[src/rtl/lut_writer_pkg.sv]
// Shared opcodes, response codes and FSM states for the key/data pair table writer.
package lut_writer_pkg;

  typedef enum logic [1:0] {
    OP_WRITE  = 2'd0,
    OP_DELETE = 2'd1,
    OP_CLEAR  = 2'd2,
    OP_RSVD   = 2'd3
  } op_e;

  typedef enum logic [2:0] {
    ST_NEW      = 3'd0,
    ST_UPD      = 3'd1,
    ST_DEL      = 3'd2,
    ST_CLR      = 3'd3,
    ST_FULL     = 3'd4,
    ST_NOTFOUND = 3'd5,
    ST_BADKEY   = 3'd6,
    ST_BADOP    = 3'd7
  } status_e;

  typedef enum logic [1:0] {
    S_IDLE   = 2'd0,
    S_SCAN   = 2'd1,
    S_COMMIT = 2'd2,
    S_RESP   = 2'd3
  } state_e;

  // Slot index width; a single-slot table still needs one bit.
  function automatic int slot_width(input int nr_key);
    return (nr_key <= 1) ? 1 : $clog2(nr_key);
  endfunction

endpackage

[src/rtl/lut_writer.sv]
// Owns the packed key/data table of a runtime-programmable key mux. Requests are scanned
// one slot per cycle, committed in a single edge, then answered with a one-cycle response.
module lut_writer
  import lut_writer_pkg::*;
#(
  parameter int          NR_KEY   = 2,
  parameter int          KEY_LEN  = 1,
  parameter int          DATA_LEN = 1,
  parameter int unsigned FILL_KEY = 0,
  localparam int         SW       = slot_width(NR_KEY),
  localparam int         P        = KEY_LEN + DATA_LEN
) (
  input  logic                 clk,
  input  logic                 rst_n,
  input  logic                 req_valid,
  output logic                 req_ready,
  input  logic [1:0]           req_op,
  input  logic [KEY_LEN-1:0]   req_key,
  input  logic [DATA_LEN-1:0]  req_data,
  output logic                 rsp_valid,
  output logic [2:0]           rsp_status,
  output logic [SW-1:0]        rsp_slot,
  output logic [SW:0]          count,
  output logic [NR_KEY*P-1:0]  lut
);

  localparam logic [KEY_LEN-1:0] FILL = KEY_LEN'(FILL_KEY);

  state_e                state_reg, state_next;
  op_e                   op_reg;
  logic [KEY_LEN-1:0]    key_lat_reg;
  logic [DATA_LEN-1:0]   data_lat_reg;
  logic [SW:0]           idx_reg;
  logic                  hit_reg;
  logic [SW-1:0]         hit_slot_reg;
  logic                  free_found_reg;
  logic [SW-1:0]         free_slot_reg;
  logic [SW:0]           count_reg;
  status_e               rsp_status_reg;
  logic [SW-1:0]         rsp_slot_reg;

  logic [NR_KEY*KEY_LEN-1:0] key_vec;
  logic [NR_KEY-1:0]         occ_vec;

  logic                  handshake;
  op_e                   req_op_e;
  logic                  req_bad;
  status_e               req_bad_status;
  logic                  in_range;
  logic [SW-1:0]         idx_slot;
  logic                  scan_hit;
  logic                  scan_free;
  status_e               commit_status;
  logic [SW-1:0]         commit_slot;

  assign req_ready  = (state_reg == S_IDLE);
  assign handshake  = req_valid && req_ready;
  assign req_op_e   = op_e'(req_op);
  assign rsp_valid  = (state_reg == S_RESP);
  assign rsp_status = rsp_status_reg;
  assign rsp_slot   = rsp_slot_reg;
  assign count      = count_reg;

  // Reserved opcode takes priority over a reserved key; CLEAR ignores the key entirely.
  always_comb begin
    req_bad        = 1'b0;
    req_bad_status = ST_BADOP;
    if (req_op_e == OP_RSVD) begin
      req_bad = 1'b1;
    end else if (req_op_e != OP_CLEAR && req_key == FILL) begin
      req_bad        = 1'b1;
      req_bad_status = ST_BADKEY;
    end
  end

  // The scan runs one step past the last slot so that a miss costs NR_KEY+1 scan cycles.
  always_comb begin
    in_range  = (idx_reg < (SW+1)'(NR_KEY));
    idx_slot  = idx_reg[SW-1:0];
    scan_hit  = 1'b0;
    scan_free = 1'b0;
    if (in_range) begin
      scan_hit  = occ_vec[idx_slot] && (key_vec[idx_slot*KEY_LEN +: KEY_LEN] == key_lat_reg);
      scan_free = !occ_vec[idx_slot];
    end
  end

  always_comb begin
    state_next = state_reg;
    case (state_reg)
      S_IDLE: begin
        if (handshake) begin
          if (req_op_e == OP_CLEAR) state_next = S_COMMIT;
          else if (req_bad)         state_next = S_RESP;
          else                      state_next = S_SCAN;
        end
      end
      S_SCAN:   if (scan_hit || !in_range) state_next = S_COMMIT;
      S_COMMIT: state_next = S_RESP;
      S_RESP:   state_next = S_IDLE;
      default:  state_next = S_IDLE;
    endcase
  end

  always_comb begin
    commit_status = ST_CLR;
    commit_slot   = '0;
    case (op_reg)
      OP_WRITE: begin
        if (hit_reg) begin
          commit_status = ST_UPD;
          commit_slot   = hit_slot_reg;
        end else if (free_found_reg) begin
          commit_status = ST_NEW;
          commit_slot   = free_slot_reg;
        end else begin
          commit_status = ST_FULL;
        end
      end
      OP_DELETE: begin
        if (hit_reg) begin
          commit_status = ST_DEL;
          commit_slot   = hit_slot_reg;
        end else begin
          commit_status = ST_NOTFOUND;
        end
      end
      default: commit_status = ST_CLR;
    endcase
  end

  always_ff @(posedge clk or negedge rst_n) begin
    if (!rst_n) state_reg <= S_IDLE;
    else        state_reg <= state_next;
  end

  always_ff @(posedge clk or negedge rst_n) begin
    if (!rst_n) begin
      op_reg         <= OP_WRITE;
      key_lat_reg    <= '0;
      data_lat_reg   <= '0;
      idx_reg        <= '0;
      hit_reg        <= 1'b0;
      hit_slot_reg   <= '0;
      free_found_reg <= 1'b0;
      free_slot_reg  <= '0;
      count_reg      <= '0;
      rsp_status_reg <= ST_NEW;
      rsp_slot_reg   <= '0;
    end else begin
      case (state_reg)
        S_IDLE: begin
          if (handshake) begin
            op_reg         <= req_op_e;
            key_lat_reg    <= req_key;
            data_lat_reg   <= req_data;
            idx_reg        <= '0;
            hit_reg        <= 1'b0;
            free_found_reg <= 1'b0;
            if (req_bad && req_op_e != OP_CLEAR) begin
              rsp_status_reg <= req_bad_status;
              rsp_slot_reg   <= '0;
            end
          end
        end
        S_SCAN: begin
          if (in_range) begin
            idx_reg <= idx_reg + (SW+1)'(1);
            if (scan_hit) begin
              hit_reg      <= 1'b1;
              hit_slot_reg <= idx_slot;
            end else if (scan_free && !free_found_reg) begin
              free_found_reg <= 1'b1;
              free_slot_reg  <= idx_slot;
            end
          end
        end
        S_COMMIT: begin
          rsp_status_reg <= commit_status;
          rsp_slot_reg   <= commit_slot;
          if (commit_status == ST_CLR)      count_reg <= '0;
          else if (commit_status == ST_NEW) count_reg <= count_reg + (SW+1)'(1);
          else if (commit_status == ST_DEL) count_reg <= count_reg - (SW+1)'(1);
        end
        default: ;
      endcase
    end
  end

  // Per-slot storage; every slot change happens on the edge leaving COMMIT.
  genvar gi;
  generate
    for (gi = 0; gi < NR_KEY; gi++) begin : slot_g
      logic [KEY_LEN-1:0]  key_reg;
      logic [DATA_LEN-1:0] data_reg;
      logic                occ_reg;
      logic                is_hit;
      logic                is_free;

      assign is_hit  = hit_reg && (hit_slot_reg == SW'(gi));
      assign is_free = !hit_reg && free_found_reg && (free_slot_reg == SW'(gi));

      always_ff @(posedge clk or negedge rst_n) begin
        if (!rst_n) begin
          key_reg  <= FILL;
          data_reg <= '0;
          occ_reg  <= 1'b0;
        end else if (state_reg == S_COMMIT) begin
          if (op_reg == OP_CLEAR || (op_reg == OP_DELETE && is_hit)) begin
            key_reg  <= FILL;
            data_reg <= '0;
            occ_reg  <= 1'b0;
          end else if (op_reg == OP_WRITE && is_hit) begin
            data_reg <= data_lat_reg;
          end else if (op_reg == OP_WRITE && is_free) begin
            key_reg  <= key_lat_reg;
            data_reg <= data_lat_reg;
            occ_reg  <= 1'b1;
          end
        end
      end

      assign lut[P*gi +: P]                = {key_reg, data_reg};
      assign key_vec[KEY_LEN*gi +: KEY_LEN] = key_reg;
      assign occ_vec[gi]                    = occ_reg;
    end
  endgenerate

endmodule

[config.mk]
export PLATFORM = sky130hd
export DESIGN_NAME = lut_writer
export DESIGN_NICKNAME = d
export VERILOG_FILES = /design/src/rtl/lut_writer_pkg.sv /design/src/rtl/lut_writer.sv
export SDC_FILE = /design/constraint.sdc
export NUM_CORES = 1
export LEC_CHECK = 0
export CAP_MARGIN = 40
export CORE_ASPECT_RATIO = 0.8
export CORE_UTILIZATION = 51
export CTS_BUF_LIST = sky130_fd_sc_hd__clkbuf_4
export CTS_CLUSTER_SIZE = 10
export DETAILED_ROUTE_END_ITERATION = 8
export GPL_TIMING_DRIVEN = 0
export PLACE_DENSITY = 0.85
export SYNTH_ARGS = -nofsm -noshare
export SYNTH_HDL_FRONTEND = slang
export SYNTH_SLANG_ARGS = --single-unit
[constraint.sdc]
create_clock -name clk -period 1.6 [get_ports clk]
set_input_delay 0.4 -clock clk [delete_from_list [all_inputs] [get_ports clk]]
set_output_delay 0.4 -clock clk [all_outputs]
set_load 0.05 [all_outputs]
==> impl_metrics.xml, run 1 <==
<?xml version="1.0" encoding="UTF-8"?>
<metrics>
  <group name="setup_path">
    <metric name="worst_ep_arrival_time" unit="ns">1.24</metric>
    <metric name="crit-reg2reg-launch" unit="">state_reg[1]$_DFFE_PN0P_</metric>
    <metric name="reg2reg_slack" unit="ns">-0.02</metric>
    <metric name="crit_end" unit="">req_ready</metric>
    <metric name="timing.critical_path.fanout_max" unit="">5</metric>
    <metric name="setup.worst_path.end_class" unit="">primary output</metric>
    <metric name="worstReg2RegEnd" unit="">state_reg[1]$_DFFE_PN0P_</metric>
    <metric name="setup.worst_path.start_class" unit="">flop</metric>
    <metric name="critical_path_class" unit="">flop to primary output</metric>
    <metric name="ff2ff_path_depth" unit="">5</metric>
    <metric name="timing.critical_path.required" unit="ns">1.20</metric>
    <metric name="critPathLaunch" unit="">state_reg[1]$_DFFE_PN0P_</metric>
  </group>
  <group name="route">
    <metric name="detail_route.drc_violations" unit="">0</metric>
    <metric name="detail_route.first_pass.iterations" unit="">4</metric>
    <metric name="via_per_instance_ratio" unit="">5.76</metric>
    <metric name="finalWirelength" unit="mm">3.39</metric>
    <metric name="vias" unit="">1227</metric>
    <metric name="drt_first_iter_violations" unit="">74</metric>
    <metric name="drtAntennaViolNets" unit="">0</metric>
    <metric name="route.detailed.wl_per_inst" unit="um">15.9</metric>
  </group>
  <group name="finish">
    <metric name="area_growth_syn_to_layout" unit="%">29.9</metric>
    <metric name="mostFrequentLayoutCell" unit="">sky130_fd_sc_hd__dfrtp_1</metric>
    <metric name="largest_register_ffs" unit="">3</metric>
    <metric name="final_design_area_no_fill" unit="mm2">0.00183</metric>
    <metric name="layout-drive-gt1-share" unit="%">35.6</metric>
    <metric name="num-nets-final" unit="">190</metric>
    <metric name="fillers" unit="">202</metric>
    <metric name="fin_util" unit="%">72.5</metric>
    <metric name="most_frequent_cells_in_the_layout" unit="">24 x sky130_fd_sc_hd__dfrtp_1, 17 x sky130_fd_sc_hd__buf_4, 13 x sky130_fd_sc_hd__nand2_1</metric>
    <metric name="diodes" unit="">0</metric>
  </group>
  <group name="global_route">
    <metric name="antenna_violations_before_repair" unit="">0</metric>
    <metric name="grt_pass1_wl" unit="mm">5.36</metric>
    <metric name="track_usage" unit="%">24.3</metric>
    <metric name="grt_max_degree" unit="">16</metric>
    <metric name="overall_overflow_remaining_after_global_route" unit="">0</metric>
    <metric name="grt_pass1_vias" unit="">1176</metric>
  </group>
  <group name="sta">
    <metric name="layout_worst_path_cycle_share" unit="%">102</metric>
    <metric name="relSlewSlack" unit="%">65.5</metric>
    <metric name="max_slew.worst_pin.slew" unit="ns">0.516</metric>
    <metric name="rsz_0062_raised_after_global_routing" unit="">yes</metric>
    <metric name="period_needed" unit="ns">1.64</metric>
    <metric name="finalHoldWorstSlack" unit="ns">0.393</metric>
    <metric name="timing_max_transition_violations_final" unit="">0</metric>
    <metric name="fmax" unit="GHz">0.611</metric>
    <metric name="hold_viol_final" unit="">0</metric>
    <metric name="worst_slack" unit="ns">-0.0367</metric>
    <metric name="final_count_of_negative_setup_slack_endpoints" unit="">6</metric>
    <metric name="worst_clock_skew" unit="ns">0.00137</metric>
  </group>
  <group name="synth">
    <metric name="synth_nets" unit="">152</metric>
    <metric name="synth-warning-count" unit="">0</metric>
    <metric name="ys_seq_area_share" unit="%">42.7</metric>
    <metric name="post_synth_num_cell_types" unit="">39</metric>
    <metric name="synth.ff_latch_count" unit="">24</metric>
    <metric name="synth.area.mux_share" unit="%">11.4</metric>
    <metric name="post_synth_xor_area_fraction" unit="%">1.87</metric>
    <metric name="synth_compound_gate_area_share" unit="%">17.9</metric>
    <metric name="combinational_family_with_the_most_area_after_synthesis" unit="">compound AO/OA/AOI/OAI gates</metric>
    <metric name="postSynthAreaPerCell" unit="um2">10.1</metric>
    <metric name="synthSimpleGateAreaFrac" unit="%">17.2</metric>
    <metric name="synth_adder_area_share" unit="%">4.44</metric>
    <metric name="postSynthCellCount" unit="">140</metric>
    <metric name="synth_top_cell_area_share" unit="%">42.7</metric>
    <metric name="yosysTopAreaCell" unit="">sky130_fd_sc_hd__dfrtp_1</metric>
    <metric name="synthTopCellsByArea" unit="">sky130_fd_sc_hd__dfrtp_1 43%, sky130_fd_sc_hd__mux2_2 5.6%, sky130_fd_sc_hd__ha_1 4.4%, sky130_fd_sc_hd__o21ai_0 3.9%, sky130_fd_sc_hd__nand2_1 3.7%</metric>
    <metric name="combined_area_of_all_synthesized_cells" unit="mm2">0.00141</metric>
  </group>
  <group name="placement">
    <metric name="gp_routability_congestion" unit="">0.893</metric>
    <metric name="place.port_buffers" unit="">18</metric>
    <metric name="preCtsSetupSlack" unit="ns">-0.307</metric>
    <metric name="dp.final_hpwl" unit="mm">2.29</metric>
    <metric name="placed_instance_area" unit="mm2">0.00167</metric>
  </group>
  <group name="floorplanning">
    <metric name="die_h" unit="um">49.0</metric>
    <metric name="rows" unit="">16</metric>
    <metric name="core_area" unit="mm2">0.00252</metric>
    <metric name="die-width" unit="um">60.7</metric>
    <metric name="design.die.area" unit="mm2">0.00298</metric>
    <metric name="boundaryPins" unit="">19</metric>
    <metric name="floorplan.initialDensity" unit="%">55.8</metric>
  </group>
  <group name="job">
    <metric name="max_cap_violations" unit="">0</metric>
  </group>
  <group name="clock_network">
    <metric name="cts_made_buffers" unit="">3</metric>
    <metric name="worst_skew_pair.late_latency" unit="ns">0.33</metric>
    <metric name="clkSlewWorstSetupHoldPaths" unit="ns">0.14</metric>
    <metric name="tritoncts" unit="">built</metric>
    <metric name="clk_root_buffer_cell" unit="">sky130_fd_sc_hd__clkbuf_4</metric>
    <metric name="max-clock-path-buffers" unit="">2</metric>
    <metric name="clkSinkCount" unit="">24</metric>
    <metric name="htree_levels" unit="">1</metric>
  </group>
  <group name="power">
    <metric name="irDropWorstVdd" unit="uV">1320</metric>
    <metric name="p_total" unit="W">0.00396</metric>
    <metric name="power.density_cell_area" unit="mW/mm2">2160</metric>
    <metric name="leakagePower" unit="nW">0.846</metric>
  </group>
  <group name="status">
    <metric name="violated_checks" unit="">setup timing</metric>
    <metric name="status" unit="">finished, violations left</metric>
  </group>
  <group name="min_path">
    <metric name="holdCritPathClass" unit="">primary input to async pin</metric>
  </group>
</metrics>
-- what timing repair did --
action	in CTS	in global routing
setup buffers	5	9
gates resized for setup	57	17
hold buffers	0	0
setup endpoints to repair	22	19
pin swaps	2	5
-- metal layers --
metal,GRT usage [%],vias up,wire [um]
met4,6.82,0,74
li1,-,575,-
met2,38.3,48,1630
met3,6.90,12,228
met1,32.2,592,1460
met5,0,-,0
-- metrics by stage --
stage | std cells | setup TNS, ns
6_report | 213 | -0.0837
2_1_floorplan | 140 | -0.0218
3_5_place_dp | 195 | -2.25
5_1_grt | 213 | -0.638
4_1_cts | 204 | -0.0635
3_3_place_gp | 194 | -4.19
-- critical path, stage by stage, from the launching register on --
cell and delay [ns]:
sky130_fd_sc_hd__dfrtp_1 0.44, sky130_fd_sc_hd__inv_2 0.12, sky130_fd_sc_hd__ha_4 0.19, sky130_fd_sc_hd__buf_8 0.15
-- final cells by class --
| type | instances | area (um2) | area share (%) |
|---|---|---|---|
| clock buffer | 3 | 22.5 | 1.23 |
| tap | 36 | 45.0 | 2.46 |
| timing repair buffer | 33 | 285 | 15.6 |
| buffer | 8 | 55.1 | 3.01 |
| sequential | 24 | 601 | 32.9 |
| multi-input combinational | 104 | 798 | 43.7 |
| clock inverter | 1 | 3.75 | 0.205 |
| inverter | 4 | 17.5 | 0.958 |
-- power by group --
part           total (W)  leakage, nW  switching, W  internal, W
registers        0.00113        0.299      0.000276     0.000854
clock network   0.000288       0.0154      0.000197    0.0000918
logic            0.00254        0.532       0.00140      0.00114
total            0.00396        0.846       0.00187      0.00209
-- cells by family after synthesis --
family / Yosys count
xor+xnor: 3
fa+ha+maj: 5
buf+inv: 12
compound gates: 36
flops: 24
mux: 14
simple gates: 46
-- synth_stat cells --
cell type                   instances
sky130_fd_sc_hd__ha_1               5
sky130_fd_sc_hd__nor2_1             9
sky130_fd_sc_hd__nand2_2            1
sky130_fd_sc_hd__nand3b_1           1
sky130_fd_sc_hd__or3b_2             1
sky130_fd_sc_hd__nand2_1           14
sky130_fd_sc_hd__o2bb2ai_1          2
sky130_fd_sc_hd__mux2i_1            4
sky130_fd_sc_hd__o21ai_0           11
sky130_fd_sc_hd__o22ai_1            2
sky130_fd_sc_hd__o32ai_1            1
sky130_fd_sc_hd__o311a_1            1
sky130_fd_sc_hd__o31ai_1            2
sky130_fd_sc_hd__nor2b_1            6
sky130_fd_sc_hd__a221oi_1           2
sky130_fd_sc_hd__o21ai_1            1
sky130_fd_sc_hd__mux2_2             7
sky130_fd_sc_hd__mux2_4             2
sky130_fd_sc_hd__buf_2              3
sky130_fd_sc_hd__o32a_4             1
sky130_fd_sc_hd__nand4_1            1
sky130_fd_sc_hd__and2b_1            1
sky130_fd_sc_hd__buf_4              4
sky130_fd_sc_hd__a22o_1             2
sky130_fd_sc_hd__clkbuf_1           1
sky130_fd_sc_hd__o211ai_1           1
sky130_fd_sc_hd__inv_1              4
sky130_fd_sc_hd__xor2_1             3
sky130_fd_sc_hd__nand3_1            2
sky130_fd_sc_hd__o22ai_2            1
sky130_fd_sc_hd__a31oi_1            1
sky130_fd_sc_hd__or2b_1             1
sky130_fd_sc_hd__nand2b_1           6
sky130_fd_sc_hd__a21oi_1            7
sky130_fd_sc_hd__o21ai_2            1
sky130_fd_sc_hd__and4b_1            1
sky130_fd_sc_hd__mux2_1             1
sky130_fd_sc_hd__dfrtp_1           24
sky130_fd_sc_hd__and3b_1            2
-- worst min path at each step --
| stage | from | to | slack [ns] | cells past startpoint |
|---|---|---|---|---|
| after floorplan | rst_n | count[0]$_DFFE_PN0P_ | 0.10 | 0 |
| after global placement | rsp_slot$_DFFE_PN0P_ | rsp_slot$_DFFE_PN0P_ | 0.46 | 2 |
| after detailed placement | rsp_slot$_DFFE_PN0P_ | rsp_slot$_DFFE_PN0P_ | 0.47 | 2 |
| after CTS | rst_n | slot_g[0].data_reg$_DFFE_PN0P_ | 0.41 | 1 |
| after global routing | rst_n | slot_g[0].data_reg$_DFFE_PN0P_ | 0.42 | 1 |
| final | rst_n | slot_g[0].data_reg$_DFFE_PN0P_ | 0.39 | 1 |
Power figures use the tool's default switching activity.
==> inputs of run 2 (changes only) <==
--- a/config.mk
+++ b/config.mk
@@ -12,7 +12,8 @@
 export CTS_CLUSTER_SIZE = 10
 export DETAILED_ROUTE_END_ITERATION = 8
 export GPL_TIMING_DRIVEN = 0
-export PLACE_DENSITY = 0.85
+export PLACE_DENSITY = 0.88
+export SKIP_CTS_REPAIR_TIMING = 1
 export SYNTH_ARGS = -nofsm -noshare
 export SYNTH_HDL_FRONTEND = slang
 export SYNTH_SLANG_ARGS = --single-unit
==> impl_metrics.xml, run 2 (synthesized netlist as in run 1, its figures left out) <==
<?xml version="1.0" encoding="UTF-8"?>
<metrics>
  <group name="finish">
    <metric name="num-nets-final" unit="">184</metric>
    <metric name="layout-drive-gt1-share" unit="%">33.5</metric>
    <metric name="mostFrequentLayoutCell" unit="">sky130_fd_sc_hd__dfrtp_1</metric>
    <metric name="largest_register_ffs" unit="">3</metric>
    <metric name="area_growth_syn_to_layout" unit="%">28.4</metric>
    <metric name="diodes" unit="">0</metric>
    <metric name="most_frequent_cells_in_the_layout" unit="">24 x sky130_fd_sc_hd__dfrtp_1, 14 x sky130_fd_sc_hd__nand2_1, 10 x sky130_fd_sc_hd__buf_4</metric>
    <metric name="final_design_area_no_fill" unit="mm2">0.00181</metric>
  </group>
  <group name="route">
    <metric name="detail_route.first_pass.iterations" unit="">4</metric>
    <metric name="finalWirelength" unit="mm">3.34</metric>
    <metric name="via_per_instance_ratio" unit="">5.86</metric>
    <metric name="route.detailed.wl_per_inst" unit="um">16.2</metric>
    <metric name="drt_first_iter_violations" unit="">42</metric>
    <metric name="drtAntennaViolNets" unit="">0</metric>
    <metric name="vias" unit="">1207</metric>
    <metric name="detail_route.drc_violations" unit="">0</metric>
  </group>
  <group name="setup_path">
    <metric name="timing.critical_path.fanout_max" unit="">7</metric>
    <metric name="crit_chain" unit="">inv_2 -&gt; buf_6 -&gt; ha_4 -&gt; buf_6 -&gt; clkinvlp_4 -&gt; o32a_4 -&gt; mux2_4</metric>
    <metric name="worst-path-buf-inv" unit="">4</metric>
    <metric name="worst_ep_arrival_time" unit="ns">1.97</metric>
    <metric name="crit_path_frequent_cell" unit="">sky130_fd_sc_hd__buf_6</metric>
    <metric name="cp_top_family" unit="">buffers and inverters</metric>
    <metric name="crit_path_max_incr_delay" unit="ns">0.45</metric>
    <metric name="setup.worst_path.start_class" unit="">flop</metric>
    <metric name="setup.worst_path.end_class" unit="">flop</metric>
    <metric name="timing.critical_path.required" unit="ns">1.82</metric>
    <metric name="critical_path_class" unit="">flop to flop</metric>
    <metric name="standard_cell_with_the_maximum_stage_delay_on_the_critical_path" unit="">sky130_fd_sc_hd__dfrtp_1</metric>
    <metric name="reg2reg_slack" unit="ns">-0.15</metric>
  </group>
  <group name="sta">
    <metric name="hold_viol_final" unit="">0</metric>
    <metric name="max_slew.worst_pin.slew" unit="ns">0.515</metric>
    <metric name="period_needed" unit="ns">1.75</metric>
    <metric name="fmax" unit="GHz">0.570</metric>
    <metric name="rsz_0062_raised_after_global_routing" unit="">yes</metric>
    <metric name="worst_slack" unit="ns">-0.154</metric>
    <metric name="timing_max_transition_violations_final" unit="">0</metric>
    <metric name="relSlewSlack" unit="%">65.6</metric>
    <metric name="final_count_of_negative_setup_slack_endpoints" unit="">16</metric>
    <metric name="worst_clock_skew" unit="ns">0.00181</metric>
    <metric name="layout_worst_path_cycle_share" unit="%">110</metric>
  </group>
  <group name="floorplanning">
    <metric name="floorplan.initialDensity" unit="%">55.8</metric>
    <metric name="die-width" unit="um">60.7</metric>
    <metric name="design.die.area" unit="mm2">0.00298</metric>
    <metric name="rows" unit="">16</metric>
    <metric name="die_h" unit="um">49.0</metric>
    <metric name="boundaryPins" unit="">19</metric>
    <metric name="core_area" unit="mm2">0.00252</metric>
  </group>
  <group name="status">
    <metric name="violated_checks" unit="">setup timing</metric>
    <metric name="status" unit="">finished, violations left</metric>
  </group>
  <group name="min_path">
    <metric name="holdCritPathClass" unit="">primary input to async pin</metric>
  </group>
  <group name="global_route">
    <metric name="antenna_violations_before_repair" unit="">0</metric>
    <metric name="grt_max_degree" unit="">16</metric>
    <metric name="track_usage" unit="%">21.8</metric>
    <metric name="use_met1" unit="%">28.8</metric>
    <metric name="overall_overflow_remaining_after_global_route" unit="">0</metric>
    <metric name="groute.layer.met3.usage" unit="%">6.10</metric>
    <metric name="grt_pass1_wl" unit="mm">4.74</metric>
    <metric name="met2_capacity_usage_during_global_routing" unit="%">34.4</metric>
    <metric name="busiest_layer_in_global_routing" unit="">met2</metric>
    <metric name="grt_pass1_vias" unit="">1063</metric>
  </group>
  <group name="power">
    <metric name="power.density_cell_area" unit="mW/mm2">2160</metric>
    <metric name="power.share.clock" unit="%">6.8</metric>
    <metric name="switchingPower" unit="W">0.00189</metric>
    <metric name="power.switching_fraction" unit="%">48.3</metric>
    <metric name="irDropWorstVdd" unit="uV">1290</metric>
    <metric name="leakagePower" unit="nW">0.848</metric>
    <metric name="p_total" unit="W">0.00391</metric>
    <metric name="pwr-share-seq" unit="%">29.2</metric>
    <metric name="power.share.combinational" unit="%">64.0</metric>
    <metric name="cellInternalPower" unit="W">0.00202</metric>
  </group>
  <group name="job">
    <metric name="max_cap_violations" unit="">0</metric>
  </group>
  <group name="placement">
    <metric name="gp_routability_congestion" unit="">0.921</metric>
    <metric name="dp.final_hpwl" unit="mm">2.24</metric>
    <metric name="preCtsSetupSlack" unit="ns">-0.302</metric>
    <metric name="placed_instance_area" unit="mm2">0.00167</metric>
    <metric name="place.port_buffers" unit="">18</metric>
  </group>
  <group name="clock_network">
    <metric name="clkSlewWorstSetupHoldPaths" unit="ns">0.12</metric>
    <metric name="cts_made_buffers" unit="">3</metric>
    <metric name="clkSinkCount" unit="">24</metric>
    <metric name="max-clock-path-buffers" unit="">2</metric>
    <metric name="tritoncts" unit="">built</metric>
    <metric name="htree_levels" unit="">1</metric>
    <metric name="clk_root_buffer_cell" unit="">sky130_fd_sc_hd__clkbuf_4</metric>
    <metric name="worst_skew_pair.late_latency" unit="ns">0.32</metric>
  </group>
</metrics>
run 2: per-layer routing:
layer / vias to the layer above / share of wire, %
met2: 42 / 50
li1: 561 / -
met1: 597 / 44
met3: 7 / 4.5
met5: - / 0
met4: 0 / 1.8
run 2: worst register-to-register path, cell delays in order (launching register included):
cell	delay, ns
sky130_fd_sc_hd__dfrtp_1	0.45
sky130_fd_sc_hd__inv_2	0.14
sky130_fd_sc_hd__buf_6	0.12
sky130_fd_sc_hd__ha_4	0.12
sky130_fd_sc_hd__buf_6	0.12
sky130_fd_sc_hd__clkinvlp_4	0.13
sky130_fd_sc_hd__o32a_4	0.25
sky130_fd_sc_hd__mux2_4	0.31
run 2: path summary, 6_finish.rpt:
path,end,start,cells past startpoint
hold / removal,slot_g[1].data_reg$_DFFE_PN0P_,rst_n,1
hold reg to reg,slot_g[0].data_reg$_DFFE_PN0P_,slot_g[0].data_reg$_DFFE_PN0P_,2
setup reg to reg,rsp_status[2]$_DFFE_PN0P_,state_reg[0]$_DFFE_PN0P_,7
setup / recovery,rsp_status[2]$_DFFE_PN0P_,state_reg[0]$_DFFE_PN0P_,7
max in group asynchronous,free_found_reg$_DFFE_PN0P_,rst_n,2
min in group clk,slot_g[0].data_reg$_DFFE_PN0P_,slot_g[0].data_reg$_DFFE_PN0P_,2
run 2: stage by stage:
step | util, % | setup TNS (ns) | hold slack [ns] | std cells
global route | 71.6 | -1.85 | 0.413 | 206
global placement | 65.4 | -3.90 | 0.463 | 194
CTS | 66.9 | -5.52 | 0.397 | 198
floorplan | - | -0.0218 | 0.104 | 140
detailed placement | 66.0 | -2.12 | 0.486 | 195
finish | 71.6 | -1.19 | 0.395 | 206
run 2: area by class of cell:
type | count | area (um2)
Sequential cell | 24 | 601
Fill cell | 204 | 716
Tap cell | 36 | 45.0
Inverter | 4 | 18.8
Buffer | 8 | 55.1
Multi-Input combinational cell | 104 | 826
Timing Repair Buffer | 27 | 239
Clock buffer | 3 | 22.5
run 2: power groups by stage:
stage	registers [W]	logic [W]	clock network (W)
6_report	0.00114	0.00250	0.000264
5_1_grt	0.00117	0.00269	0.000299
4_1_cts	0.00111	0.00218	0.000277
3_5_place_dp	0.00113	0.00217	0
3_3_place_gp	0.00111	0.00209	0
2_1_floorplan	0.00125	0.00148	0
==> inputs of run 3 (changes only) <==
--- a/config.mk
+++ b/config.mk
@@ -13,6 +13,7 @@
 export DETAILED_ROUTE_END_ITERATION = 8
 export GPL_TIMING_DRIVEN = 0
 export PLACE_DENSITY = 0.88
+export REMOVE_ABC_BUFFERS = 1
 export SKIP_CTS_REPAIR_TIMING = 1
 export SYNTH_ARGS = -nofsm -noshare
 export SYNTH_HDL_FRONTEND = slang
==> impl_metrics.xml, run 3 (synthesized netlist as in run 1, its figures left out) <==
<?xml version="1.0" encoding="UTF-8"?>
<metrics>
  <group name="status">
    <metric name="status" unit="">finished, violations left</metric>
    <metric name="violated_checks" unit="">setup timing</metric>
  </group>
  <group name="setup_path">
    <metric name="setup.worst_path.end_class" unit="">flop</metric>
    <metric name="timing.critical_path.required" unit="ns">1.81</metric>
    <metric name="setup.worst_path.start_class" unit="">flop</metric>
    <metric name="timing.critical_path.fanout_max" unit="">6</metric>
    <metric name="reg2reg_slack" unit="ns">-0.12</metric>
    <metric name="critPathLaunch" unit="">state_reg[0]$_DFFE_PN0P_</metric>
    <metric name="ff2ff_path_depth" unit="">6</metric>
    <metric name="worstReg2RegEnd" unit="">rsp_status[2]$_DFFE_PN0P_</metric>
    <metric name="crit-reg2reg-launch" unit="">state_reg[0]$_DFFE_PN0P_</metric>
    <metric name="worst_ep_arrival_time" unit="ns">1.93</metric>
    <metric name="critical_path_class" unit="">flop to flop</metric>
  </group>
  <group name="sta">
    <metric name="relSlewSlack" unit="%">66.4</metric>
    <metric name="rsz_0062_raised_after_global_routing" unit="">yes</metric>
    <metric name="period_needed" unit="ns">1.72</metric>
    <metric name="timing_max_transition_violations_final" unit="">0</metric>
    <metric name="worst_clock_skew" unit="ns">0.00147</metric>
    <metric name="final_count_of_negative_setup_slack_endpoints" unit="">5</metric>
    <metric name="max_slew.worst_pin.slew" unit="ns">0.504</metric>
    <metric name="layout_worst_path_cycle_share" unit="%">107</metric>
    <metric name="tns" unit="ns">-0.378</metric>
    <metric name="worst_slack" unit="ns">-0.117</metric>
    <metric name="hold_viol_final" unit="">0</metric>
    <metric name="fmax" unit="GHz">0.582</metric>
  </group>
  <group name="finish">
    <metric name="largest_register_ffs" unit="">3</metric>
    <metric name="most_frequent_cells_in_the_layout" unit="">24 x sky130_fd_sc_hd__dfrtp_1, 14 x sky130_fd_sc_hd__nand2_1, 10 x sky130_fd_sc_hd__o21ai_0</metric>
    <metric name="fin_util" unit="%">69.0</metric>
    <metric name="layout-drive-gt1-share" unit="%">25.2</metric>
    <metric name="mostFrequentLayoutCell" unit="">sky130_fd_sc_hd__dfrtp_1</metric>
    <metric name="num-nets-final" unit="">177</metric>
    <metric name="diodes" unit="">0</metric>
    <metric name="area_growth_syn_to_layout" unit="%">23.6</metric>
  </group>
  <group name="floorplanning">
    <metric name="die_h" unit="um">49.0</metric>
    <metric name="rows" unit="">16</metric>
    <metric name="floorplan.initialDensity" unit="%">55.8</metric>
    <metric name="core_area" unit="mm2">0.00252</metric>
    <metric name="design.die.area" unit="mm2">0.00298</metric>
    <metric name="die-width" unit="um">60.7</metric>
    <metric name="boundaryPins" unit="">19</metric>
  </group>
  <group name="route">
    <metric name="wl_met3" unit="um">226</metric>
    <metric name="met1Wirelength" unit="mm">1.30</metric>
    <metric name="dr.max_layer_used" unit="">met4</metric>
    <metric name="drtAntennaViolNets" unit="">0</metric>
    <metric name="dr_wl_met2" unit="mm">1.49</metric>
    <metric name="detail_route.first_pass.iterations" unit="">4</metric>
    <metric name="via_per_instance_ratio" unit="">5.67</metric>
    <metric name="route.detailed.wl_per_inst" unit="um">15.4</metric>
    <metric name="detail_route.drc_violations" unit="">0</metric>
    <metric name="finalWirelength" unit="mm">3.07</metric>
    <metric name="drt_first_iter_violations" unit="">40</metric>
    <metric name="vias" unit="">1128</metric>
  </group>
  <group name="global_route">
    <metric name="grt_max_degree" unit="">16</metric>
    <metric name="track_usage" unit="%">21.5</metric>
    <metric name="overall_overflow_remaining_after_global_route" unit="">0</metric>
    <metric name="grt_pass1_vias" unit="">1046</metric>
    <metric name="antenna_violations_before_repair" unit="">0</metric>
    <metric name="grt_pass1_wl" unit="mm">4.73</metric>
  </group>
  <group name="job">
    <metric name="max_cap_violations" unit="">0</metric>
  </group>
  <group name="clock_network">
    <metric name="cts_made_buffers" unit="">3</metric>
    <metric name="max-clock-path-buffers" unit="">2</metric>
    <metric name="clk_root_buffer_cell" unit="">sky130_fd_sc_hd__clkbuf_4</metric>
    <metric name="clkSinkCount" unit="">24</metric>
    <metric name="htree_levels" unit="">1</metric>
    <metric name="worst_skew_pair.late_latency" unit="ns">0.31</metric>
    <metric name="tritoncts" unit="">built</metric>
    <metric name="clkSlewWorstSetupHoldPaths" unit="ns">0.12</metric>
  </group>
  <group name="min_path">
    <metric name="holdCritPathClass" unit="">primary input to async pin</metric>
  </group>
  <group name="placement">
    <metric name="gp_routability_congestion" unit="">0.878</metric>
    <metric name="place.port_buffers" unit="">18</metric>
    <metric name="dp.final_hpwl" unit="mm">2.19</metric>
  </group>
  <group name="power">
    <metric name="leakagePower" unit="nW">0.842</metric>
    <metric name="power.density_cell_area" unit="mW/mm2">2110</metric>
    <metric name="irDropWorstVdd" unit="uV">1290</metric>
    <metric name="p_total" unit="W">0.00367</metric>
  </group>
</metrics>
[run 3: cell types whose count changed in the layout (fill, tap and decap cells not counted), moves of 2 or more]
| cell | change |
|---|---|
| sky130_fd_sc_hd__inv_1 | +2 |
| sky130_fd_sc_hd__nor2b_2 | -2 |
| sky130_fd_sc_hd__dlymetal6s2s_1 | +2 |
| sky130_fd_sc_hd__buf_6 | -3 |
| sky130_fd_sc_hd__clkbuf_2 | -3 |
| sky130_fd_sc_hd__o21ai_0 | +2 |
| sky130_fd_sc_hd__buf_4 | -2 |
| sky130_fd_sc_hd__a221oi_1 | +2 |
| sky130_fd_sc_hd__a221oi_2 | -2 |
[run 3: layout make-up]
| cell class | count | area [um2] |
|---|---|---|
| clock buffer | 3 | 22.5 |
| fill | 214 | 782 |
| inverter | 4 | 15.0 |
| multi-input combinational | 104 | 803 |
| sequential | 24 | 601 |
| tap | 36 | 45.0 |
| timing repair buffer | 28 | 254 |
[run 3: how the worst max path moves through the flow]
stage / endpoint
after floorplan: rsp_status[1]$_DFFE_PN0P_
after global placement: req_ready
after detailed placement: req_ready
after CTS: req_ready
after global routing: rsp_status[1]$_DFFE_PN0P_
final: rsp_status[2]$_DFFE_PN0P_
[run 3: per-stage QoR]
stage / hold WS, ns / cell area (um2) / cells / setup WS [ns]
6_report: 0.400 / 1740 / 199 / -0.117
5_1_grt: 0.430 / 1740 / 199 / -0.173
3_5_place_dp: 0.471 / 1600 / 187 / -0.474
3_3_place_gp: 0.462 / 1580 / 186 / -0.437
4_1_cts: 0.403 / 1620 / 190 / -0.845
2_1_floorplan: 0.104 / 1360 / 132 / -0.435
[run 3: metal layers]
layer | up-vias | track usage [%]
met5 | - | 0
met4 | 0 | 5.68
met3 | 8 | 4.77
met2 | 50 | 34.6
met1 | 523 | 29.0
li1 | 547 | -
[run 3: worst max-delay path: stages (launching register included)]
cell                      delay (ns)
sky130_fd_sc_hd__dfrtp_1        0.44
sky130_fd_sc_hd__inv_2          0.13
sky130_fd_sc_hd__ha_4           0.18
sky130_fd_sc_hd__buf_4          0.13
sky130_fd_sc_hd__nand2_4        0.07
sky130_fd_sc_hd__o32a_4         0.37
sky130_fd_sc_hd__mux2_4         0.30
[run 3: power by group]
part / switching (W) / internal (W)
logic: 0.00123 / 0.000966
clock network: 0.000167 / 0.0000881
registers: 0.000363 / 0.000852
total: 0.00176 / 0.00191
